### src/rtl/writeback_queue_pkg.sv
// Shared widths and the pending-write entry type for the writeback queue.
// These constants are the codebase's shared parameter set (word width, register-index width and queue depth).
package writeback_queue_pkg;
    localparam int WORD_WIDTH           = 32;
    localparam int REGISTER_INDEX_WIDTH = 5;
    localparam int WB_QUEUE_DEPTH       = 4;

    typedef struct packed {
        logic [REGISTER_INDEX_WIDTH-1:0] idx;
        logic [WORD_WIDTH-1:0]           data;
    } wb_entry_t;
endpackage

### src/rtl/writeback_forward_lookup.sv
// Youngest-match search over the pending writes, presented oldest (slot 0) to youngest.
module writeback_forward_lookup
    import writeback_queue_pkg::*;
#(
    parameter int DEPTH = WB_QUEUE_DEPTH
) (
    input  logic [REGISTER_INDEX_WIDTH-1:0] lookup_idx,
    input  logic [DEPTH-1:0]                entry_valid,
    input  wb_entry_t                       entries [DEPTH],
    output logic                            hit,
    output logic [WORD_WIDTH-1:0]           data
);

    // Later (younger) slots override earlier ones; index 0 never hits.
    always_comb begin
        hit  = 1'b0;
        data = '0;
        if (lookup_idx != '0) begin
            for (int k = 0; k < DEPTH; k++) begin
                if (entry_valid[k] && entries[k].idx == lookup_idx) begin
                    hit  = 1'b1;
                    data = entries[k].data;
                end
            end
        end
    end

endmodule

### src/rtl/writeback_queue.sv
// Circular writeback queue: merges memory-stage and ALU writes, drains one per cycle
// into the register file and forwards pending values to decode.
module writeback_queue
    import writeback_queue_pkg::*;
#(
    parameter int DEPTH = WB_QUEUE_DEPTH
) (
    input  logic                            clk,
    input  logic                            reset,
    input  logic                            mem_valid,
    input  logic [REGISTER_INDEX_WIDTH-1:0] mem_idx,
    input  logic [WORD_WIDTH-1:0]           mem_data,
    output logic                            mem_ready,
    input  logic                            alu_valid,
    input  logic [REGISTER_INDEX_WIDTH-1:0] alu_idx,
    input  logic [WORD_WIDTH-1:0]           alu_data,
    output logic                            alu_ready,
    output logic                            rf_write_enable,
    output logic [REGISTER_INDEX_WIDTH-1:0] rf_write_idx,
    output logic [WORD_WIDTH-1:0]           rf_write_data,
    input  logic [REGISTER_INDEX_WIDTH-1:0] fwd_idx_1,
    input  logic [REGISTER_INDEX_WIDTH-1:0] fwd_idx_2,
    output logic                            fwd_hit_1,
    output logic [WORD_WIDTH-1:0]           fwd_data_1,
    output logic                            fwd_hit_2,
    output logic [WORD_WIDTH-1:0]           fwd_data_2,
    output logic [$clog2(DEPTH+1)-1:0]      count,
    output logic                            full,
    output logic                            empty
);

    localparam int PTR_W = $clog2(DEPTH);
    localparam int CNT_W = $clog2(DEPTH+1);

    logic [PTR_W-1:0] head;
    logic [PTR_W-1:0] tail;
    logic [PTR_W-1:0] alu_slot;
    logic [CNT_W-1:0] free;
    logic             pop;
    logic             mem_take;
    logic             mem_push;
    logic             alu_push;

    wb_entry_t        entries [DEPTH];
    wb_entry_t        aged    [DEPTH];
    logic [DEPTH-1:0] aged_valid;

    assign empty = (count == '0);
    assign full  = (count == CNT_W'(DEPTH));
    assign pop   = !empty;

    // The unconditional pop frees the head slot this edge, so it counts as free space.
    assign free      = CNT_W'(DEPTH) - count + CNT_W'(pop);
    assign mem_take  = mem_valid && (mem_idx != '0);
    assign mem_ready = (free >= CNT_W'(1));
    assign alu_ready = (free >= (CNT_W'(1) + CNT_W'(mem_take)));

    // Index-0 writes are acknowledged but never stored.
    assign mem_push = mem_valid && mem_ready && (mem_idx != '0);
    assign alu_push = alu_valid && alu_ready && (alu_idx != '0);
    assign alu_slot = tail + PTR_W'(mem_push);

    always_ff @(posedge clk or posedge reset) begin
        if (reset) begin
            head  <= '0;
            tail  <= '0;
            count <= '0;
        end else begin
            head  <= head + PTR_W'(pop);
            tail  <= tail + PTR_W'(mem_push) + PTR_W'(alu_push);
            count <= count + CNT_W'(mem_push) + CNT_W'(alu_push) - CNT_W'(pop);
        end
    end

    // Entry payload is not reset; validity comes solely from head/count.
    always_ff @(posedge clk) begin
        if (mem_push) begin
            entries[tail] <= '{idx: mem_idx, data: mem_data};
        end
        if (alu_push) begin
            entries[alu_slot] <= '{idx: alu_idx, data: alu_data};
        end
    end

    assign rf_write_enable = !empty;
    assign rf_write_idx    = empty ? '0 : entries[head].idx;
    assign rf_write_data   = empty ? '0 : entries[head].data;

    // Re-order storage by age so the lookup can take the last match as the youngest.
    always_comb begin
        aged_valid = '0;
        for (int k = 0; k < DEPTH; k++) begin
            aged[k]       = entries[head + PTR_W'(k)];
            aged_valid[k] = (CNT_W'(k) < count);
        end
    end

    writeback_forward_lookup #(.DEPTH(DEPTH)) u_lookup_1 (
        .lookup_idx  (fwd_idx_1),
        .entry_valid (aged_valid),
        .entries     (aged),
        .hit         (fwd_hit_1),
        .data        (fwd_data_1)
    );

    writeback_forward_lookup #(.DEPTH(DEPTH)) u_lookup_2 (
        .lookup_idx  (fwd_idx_2),
        .entry_valid (aged_valid),
        .entries     (aged),
        .hit         (fwd_hit_2),
        .data        (fwd_data_2)
    );

endmodule

### config.mk
export PLATFORM = sky130hd
export DESIGN_NAME = writeback_queue
export DESIGN_NICKNAME = d
export VERILOG_FILES = /design/src/rtl/writeback_queue_pkg.sv /design/src/rtl/writeback_forward_lookup.sv /design/src/rtl/writeback_queue.sv
export SDC_FILE = /design/constraint.sdc
export NUM_CORES = 1
export LEC_CHECK = 0
export BUFFER_PORTS_ARGS = -buffer_cell sky130_fd_sc_hd__buf_2
export CORE_ASPECT_RATIO = 0.7
export CORE_MARGIN = 2
export CORE_UTILIZATION = 50
export CTS_BUF_LIST = sky130_fd_sc_hd__clkbuf_8
export DETAILED_ROUTE_END_ITERATION = 8
export GPL_ROUTABILITY_DRIVEN = 0
export PLACE_DENSITY = 0.81
export RECOVER_POWER = 50
export SYNTH_ARGS = -nofsm -noshare
export SYNTH_HDL_FRONTEND = slang
export SYNTH_HIERARCHICAL = 1
export SYNTH_SLANG_ARGS = --single-unit
### constraint.sdc
create_clock -name clk -period 4 [get_ports clk]
set_input_delay 0.2 -clock clk [delete_from_list [all_inputs] [get_ports clk]]
set_output_delay 0.2 -clock clk [all_outputs]
set_load 0.01 [all_outputs]
==> impl_results.md, run 1 <==
* Status: complete, but fails checks
* Violated checks: capacitance limit, slew limit
* Die width at 201 µm
* CP endpoint kind: output pin
* Fin Setup TNS at 0 ns
* Count of different cell masters after synthesis at 43
* Max-Cap Viols at 1
* Final Hold Vio Count at 0
* Reg area at 4630 µm²
* Synth Flop Type: edfxtp_1
* Layout cells sized above 1 at 34.6%
* Yosys reg bits at 155
* Share of the yosys chip area belonging to registers at 34.2%
* GRT overflow at 0
* Fmax at 258 MHz
* Setup ws final at 0.119 ns
* Setup WS pre-CTS at 0.160 ns
* Routed wire per std cell at 25.7 µm
* Post-Route WL at 44,300 µm
* Final setup viols at 0
* Routed Antenna Nets at 0
* Vias per inst at 6.80
* Drt drc at 0
* WP data required at 3.80 ns
* Pleak at 5.27 nW
* Initial DRC Count at 1,656
* Die footprint at 28,400 µm²
* Sink Count at 155
* Die Ht at 142 µm
* Async SR Flop Fraction at 4.52%
* PD cells at 1000 nW/µm²
* Fillers at 2,265
* Gr usage total at 30.9%
* Maximum VDD drop at 0.000717 V
* Num CTS Buffers at 17
* Hold Path Class: input pin to register
* Crit Path Max Fanout at 23
* Critical Path Start Type: register
* Starting Density at 50.7%
* Worst-Margin Slew at 2.13 ns
* H-tree levels at 4
* Rel. slew slack at -41.8%
* Synth Instances at 1,196
* Slew Viols, Final at 40
* Placement row count at 50
* Clock slew seen by the registers of the worst setup and hold paths at 0.09 ns
* Dpl hpwl at 29,800 µm
* Final nets at 1,440
* Core Region at 26,700 µm²
* Crit path time final at 3.88 ns
* Largest net degree at the start of global routing at 107
* Via count at 11,714
* Clock Skew at 0.0108 ns
* Max clock buf depth at 2
* DRT Pass-1 Iters at 5
* Post-synth EDFFs at 148
* Total Power at 15.3 mW
* Syn Area/Cell at 11.3 µm²
* Net Count, Synth at 1,296
* IO Port Bufs at 198
* Root buffer cell: clkbuf_8
* Layout overhead on the synthesized area at 13.2%
* RSZ-0062 raised after global routing: no
* Io pins at 199
* CTS tree: yes
* First-pass GRT wire length at 67,000 µm
* Post-Syn Area at 13,500 µm²
* Multi-input logic area at 8200 µm²
* Period utilisation layout at 97.0%
* Most frequent cells in the layout: edfxtp_1 (148), buf_2 (139), mux2_2 (137), a21oi_1 (77)
* Vias in the first global route at 11,425
* Yosys Warn Count at 6
* CP Class: register to output pin
* Commonest non-fill, non-tap cell in the layout: edfxtp_1
* CP arrival at 3.68 ns
* Clk_lat worst skew at 0.48 ns
* Antenna violations before repair at 5
[cell type report]
type / count / share of cell area (%)
clock buffer: 17 / 1.53
inverter: 15 / 0.385
tap: 364 / 2.98
antenna: 6 / 0.0982
timing repair buffer: 254 / 10.2
multi-input combinational: 897 / 53.6
sequential: 155 / 30.3
clock inverter: 15 / 0.982
[layer usage]
layer	vias to the layer above	routed length, µm	track usage [%]
met2	856	19400	45.8
li1	5022	-	-
met3	100	6140	10.4
met5	-	0	0
met4	0	1040	9.98
met1	5736	17800	42.9
[cell usage after synthesis (3+ instances only)]
cell / instances / share of area (%)
a31o_2: 4 / 0.26
nor2b_1: 73 / 3.4
a221o_1: 64 / 4.7
mux2i_1: 38 / 2.8
edfxtp_1: 148 / 33
and2_1: 40 / 1.9
mux2_1: 12 / 1.0
nor2_1: 72 / 2.0
mux2_2: 137 / 11
mux4_2: 72 / 12
a21oi_1: 77 / 2.9
inv_1: 15 / 0.42
xnor2_1: 27 / 1.7
xor2_2: 6 / 0.72
a22o_1: 64 / 4.1
o21ai_0: 3 / 0.11
clkbuf_1: 68 / 1.9
buf_4: 13 / 0.72
buf_1: 3 / 0.083
nand4_1: 4 / 0.19
xor2_1: 13 / 0.84
buf_6: 20 / 1.7
buf_2: 25 / 0.93
nor3_1: 72 / 2.7
dfrtp_1: 7 / 1.3
a211oi_1: 73 / 4.1
ha_1: 10 / 0.93
nand2_1: 9 / 0.25
[critical path: stages (launching register included)]
cell	delay (ns)
dfrtp_4	0.65
mux4_2	0.59
xor2_1	0.17
nor4_2	0.37
nand3_1	0.21
nor2_4	0.47
buf_4	0.36
a22o_1	0.23
buf_2	0.14
[final timing paths]
path | startpoint | cells past startpoint | to | slack (ns)
setup / recovery | head[0] | 8 | fwd_data_2[0] | 0.12
hold / removal | alu_data[11] | 2 | entries[1][11] | 0.07
setup reg to reg | count[0] | 12 | entries[2][15] | 0.21
hold reg to reg | tail[1] | 2 | tail[1] | 0.77
max in group asynchronous | reset | 3 | head[1] | 3.46
min in group asynchronous | reset | 3 | count[2] | 0.25
[what timing repair did]
item                                   4_1_cts  5_1_grt
hold buffers                                 1        0
endpoints found under the hold margin        7        0
resized for setup                            0        6
setup buffers                                0        3
setup endpoints to repair                    0      350
[registers in the layout (all words and copies together), names as in the netlist]
register and count:
tail 2, entries 148, head 2, count 3
[logic make-up after synthesis]
family                     synth area share (%)
AOI/OAI and AO/OA                          16.9
xor gates and xnor gates                   3.31
muxes                                      27.2
DFF                                        34.2
and+or+nand+nor                            11.4
adders and majority gates                  1.22
buffers and inverters                      5.70
[per-stage QoR]
stage	util (%)	std cells	hold slack [ns]	instance area (µm²)
floorplan	-	1196	0.00340	13500
global placement	56.0	1681	0.189	14900
detailed placement	56.0	1681	0.198	14900
CTS	57.4	1714	0.0550	15300
global route	57.3	1718	0.0625	15300
finish	57.4	1723	0.0732	15300
[power by group]
group          internal [mW]  switching [mW]  leakage [nW]
Clock                  0.553           0.644         0.185
Sequential              2.89           0.719          1.46
Combinational           4.52            6.00          3.63
Total                   7.96            7.37          5.27
Note: power is estimated with default switching activity, not from simulation.
==> run 2: changes to the inputs <==
MAX_ROUTING_LAYER = met4   (was unset)
RECOVER_POWER = 100   (was 50)
==> run 2 against run 1 <==
Against the previous run:
- the run still ends with capacitance limit, slew limit left
- power shrank 0.84%
- setup slack got worse by 0.055 ns
- final cell count is essentially flat
- largest power group unchanged
- clock skew hardly changed
- maximum frequency decreased by 1.4%
- design area is 0.58% lower
- die area unchanged
- sequential power about the same
- largest cell class unchanged
- non-clock buffer count unchanged
==> impl_results.md, run 2 (synthesis results as in run 1) <==
* Status: complete, but fails checks
* Violated checks: capacitance limit, slew limit
* Reg area at 4630 µm²
* Sink Count at 155
* Min-Delay Endpoint: entries[2][26]
* H-tree levels at 4
* Layout cells sized above 1 at 33.6%
* Routed Antenna Nets at 0
* CP Buf/Inv Count at 2
* Critical path's slowest cell: dfrtp_4
* Num CTS Buffers at 17
* Die footprint at 28,400 µm²
* Switching Fraction at 48.4%
* Sw power at 7.35 mW
* Total Power at 15.2 mW
* WP data required at 3.80 ns
* Fin Setup TNS at 0 ns
* IO Port Bufs at 198
* CP delay by family, top: simple AND/OR/NAND/NOR gates
* Worst r2r src: count[0]
* Clock slew seen by the registers of the worst setup and hold paths at 0.09 ns
* CTS tree: yes
* Antenna violations before repair at 5
* CP Class: register to output pin
* Rel. slew slack at -38.2%
* Max clock buf depth at 2
* Maximum VDD drop at 0.000715 V
* Final Hold Vio Count at 0
* Most frequent cells in the layout: edfxtp_1 (148), mux2_2 (136), buf_2 (120), a21oi_1 (77)
* Reg2Reg Setup Slack at 0.25 ns
* CP max stage delay at 0.64 ns
* Largest registers: entries: 148 flops, count: 3 flops
* Root buffer cell: clkbuf_8
* Gr usage total at 31.9%
* First-pass GRT wire length at 67,100 µm
* Die Ht at 142 µm
* Crit path time final at 3.94 ns
* Critical Path Start Type: register
* Clk_lat worst skew at 0.48 ns
* Drt drc at 0
* Core Region at 26,700 µm²
* Worst-Margin Slew at 2.07 ns
* Reg-to-reg endpoint: entries[0][32]
* Max reg flops at 148
* Fmax at 254 MHz
* CP arrival at 3.74 ns
* Placement row count at 50
* Hold Path Class: input pin to register
* # placed instances at 1,681
* Fillers at 2,284
* Die width at 201 µm
* Routed wire per std cell at 25.7 µm
* PD cells at 1000 nW/µm²
* Multi-input logic area at 8200 µm²
* WHS Path Cells at 2
* Clock Skew at 0.0110 ns
* Vias per inst at 6.79
* Top reg by flops: entries
* Critical Path Stages at 8
* Dpl hpwl at 29,800 µm
* GRT overflow at 0
* Ordered cell list for the critical path: mux4_2, xor2_1, nor4_2, nand3_1, nor2_4, clkbuf_4, a22o_1, buf_2
* Slew Viols, Final at 40
* RSZ-0062 raised after global routing: no
* Final setup viols at 0
* Starting Density at 50.7%
* Register share of total power at 23.7%
* Period utilisation layout at 98.4%
* CP endpoint kind: output pin
* Final nets at 1,440
* Io pins at 199
* Reg2reg path depth at 12
* Initial DRC Count at 1,519
* Max-Cap Viols at 1
* Number of cells in the finished layout apart from fillers at 1,722
* Layout overhead on the synthesized area at 12.5%
* Hold_sp: mem_data[26]
* DRT Pass-1 Iters at 6
* Internal at 7.85 mW
* Commonest non-fill, non-tap cell in the layout: edfxtp_1
* Vias in the first global route at 11,431
* Crit Path Max Fanout at 23
* Logic pwr share at 68.4%
* Via count at 11,688
* Clock power share at 7.9%
* Pleak at 5.19 nW
* Post-Route WL at 44,300 µm
* Largest net degree at the start of global routing at 107
run 2: changes by cell type in the layout (fill, tap and decap cells not counted), moves of 6 or more:
| cell | change |
|---|---|
| buf_2 | -19 |
| clkbuf_1 | +13 |
| buf_12 | -8 |
| buf_6 | +6 |
| clkbuf_2 | +6 |
run 2: power by group through the flow:
stage / logic, mW / registers, mW / clock network [mW]
floorplan: 7.49 / 3.28 / 0
global placement: 10.1 / 3.53 / 0
detailed placement: 10.4 / 3.60 / 0
CTS: 10.5 / 3.57 / 1.20
global route: 11.1 / 3.70 / 1.26
finish: 10.4 / 3.61 / 1.19
run 2: worst reg2reg max path: stages, from the launching register on:
cell	delay, ns
dfrtp_1	0.45
nor3_1	0.26
ha_1	0.20
inv_1	0.05
ha_1	0.30
nand2b_1	0.18
o221ai_2	0.32
inv_1	0.15
ha_1	0.39
nor4_2	0.47
buf_4	0.20
buf_6	0.18
mux2_2	0.36
run 2: worst max path at each step:
stage                     slack [ns]  startpoint              to
after floorplan                 0.11    count[2]   entries[2][0]
after global placement          0.33    count[0]  entries[1][27]
after detailed placement        0.16    count[0]  entries[1][27]
after CTS                       0.09     head[0]   fwd_data_1[0]
after global routing           0.003    count[0]  entries[2][15]
final                           0.06     head[0]   fwd_data_2[0]
run 2: stage by stage:
step	hold slack, ns	worst slack, ns	instance area, µm²	util (%)
floorplan	0.00340	0.114	13500	-
global placement	0.189	0.329	14900	56.0
detailed placement	0.198	0.160	14900	56.0
CTS	0.0550	0.0931	15300	57.4
global route	0.0626	0.00253	15200	57.1
finish	0.0726	0.0647	15200	57.1
run 2: area by class of cell:
type | instances | share of cell area (%)
Multi-Input combinational cell | 897 | 53.9
Sequential cell | 155 | 30.4
Timing Repair Buffer | 254 | 9.67
Tap cell | 364 | 3.00
Clock buffer | 17 | 1.54
Clock inverter | 15 | 0.987
Inverter | 15 | 0.387
Antenna cell | 5 | 0.0823
run 2: per-layer routing:
layer / wire, µm / part of all wire [%] / global-route usage (%)
met5: 0 / 0 / -
met4: 1260 / 2.9 / 10.2
met3: 6260 / 14 / 9.94
met2: 19200 / 43 / 45.7
met1: 17500 / 40 / 43.2
run 2: repair_timing:
action	in CTS	in global routing
hold buffers	1	0
setup buffers	0	3
gates resized for setup	0	6
hold endpoints to repair	7	0
setup endpoints to repair	0	350
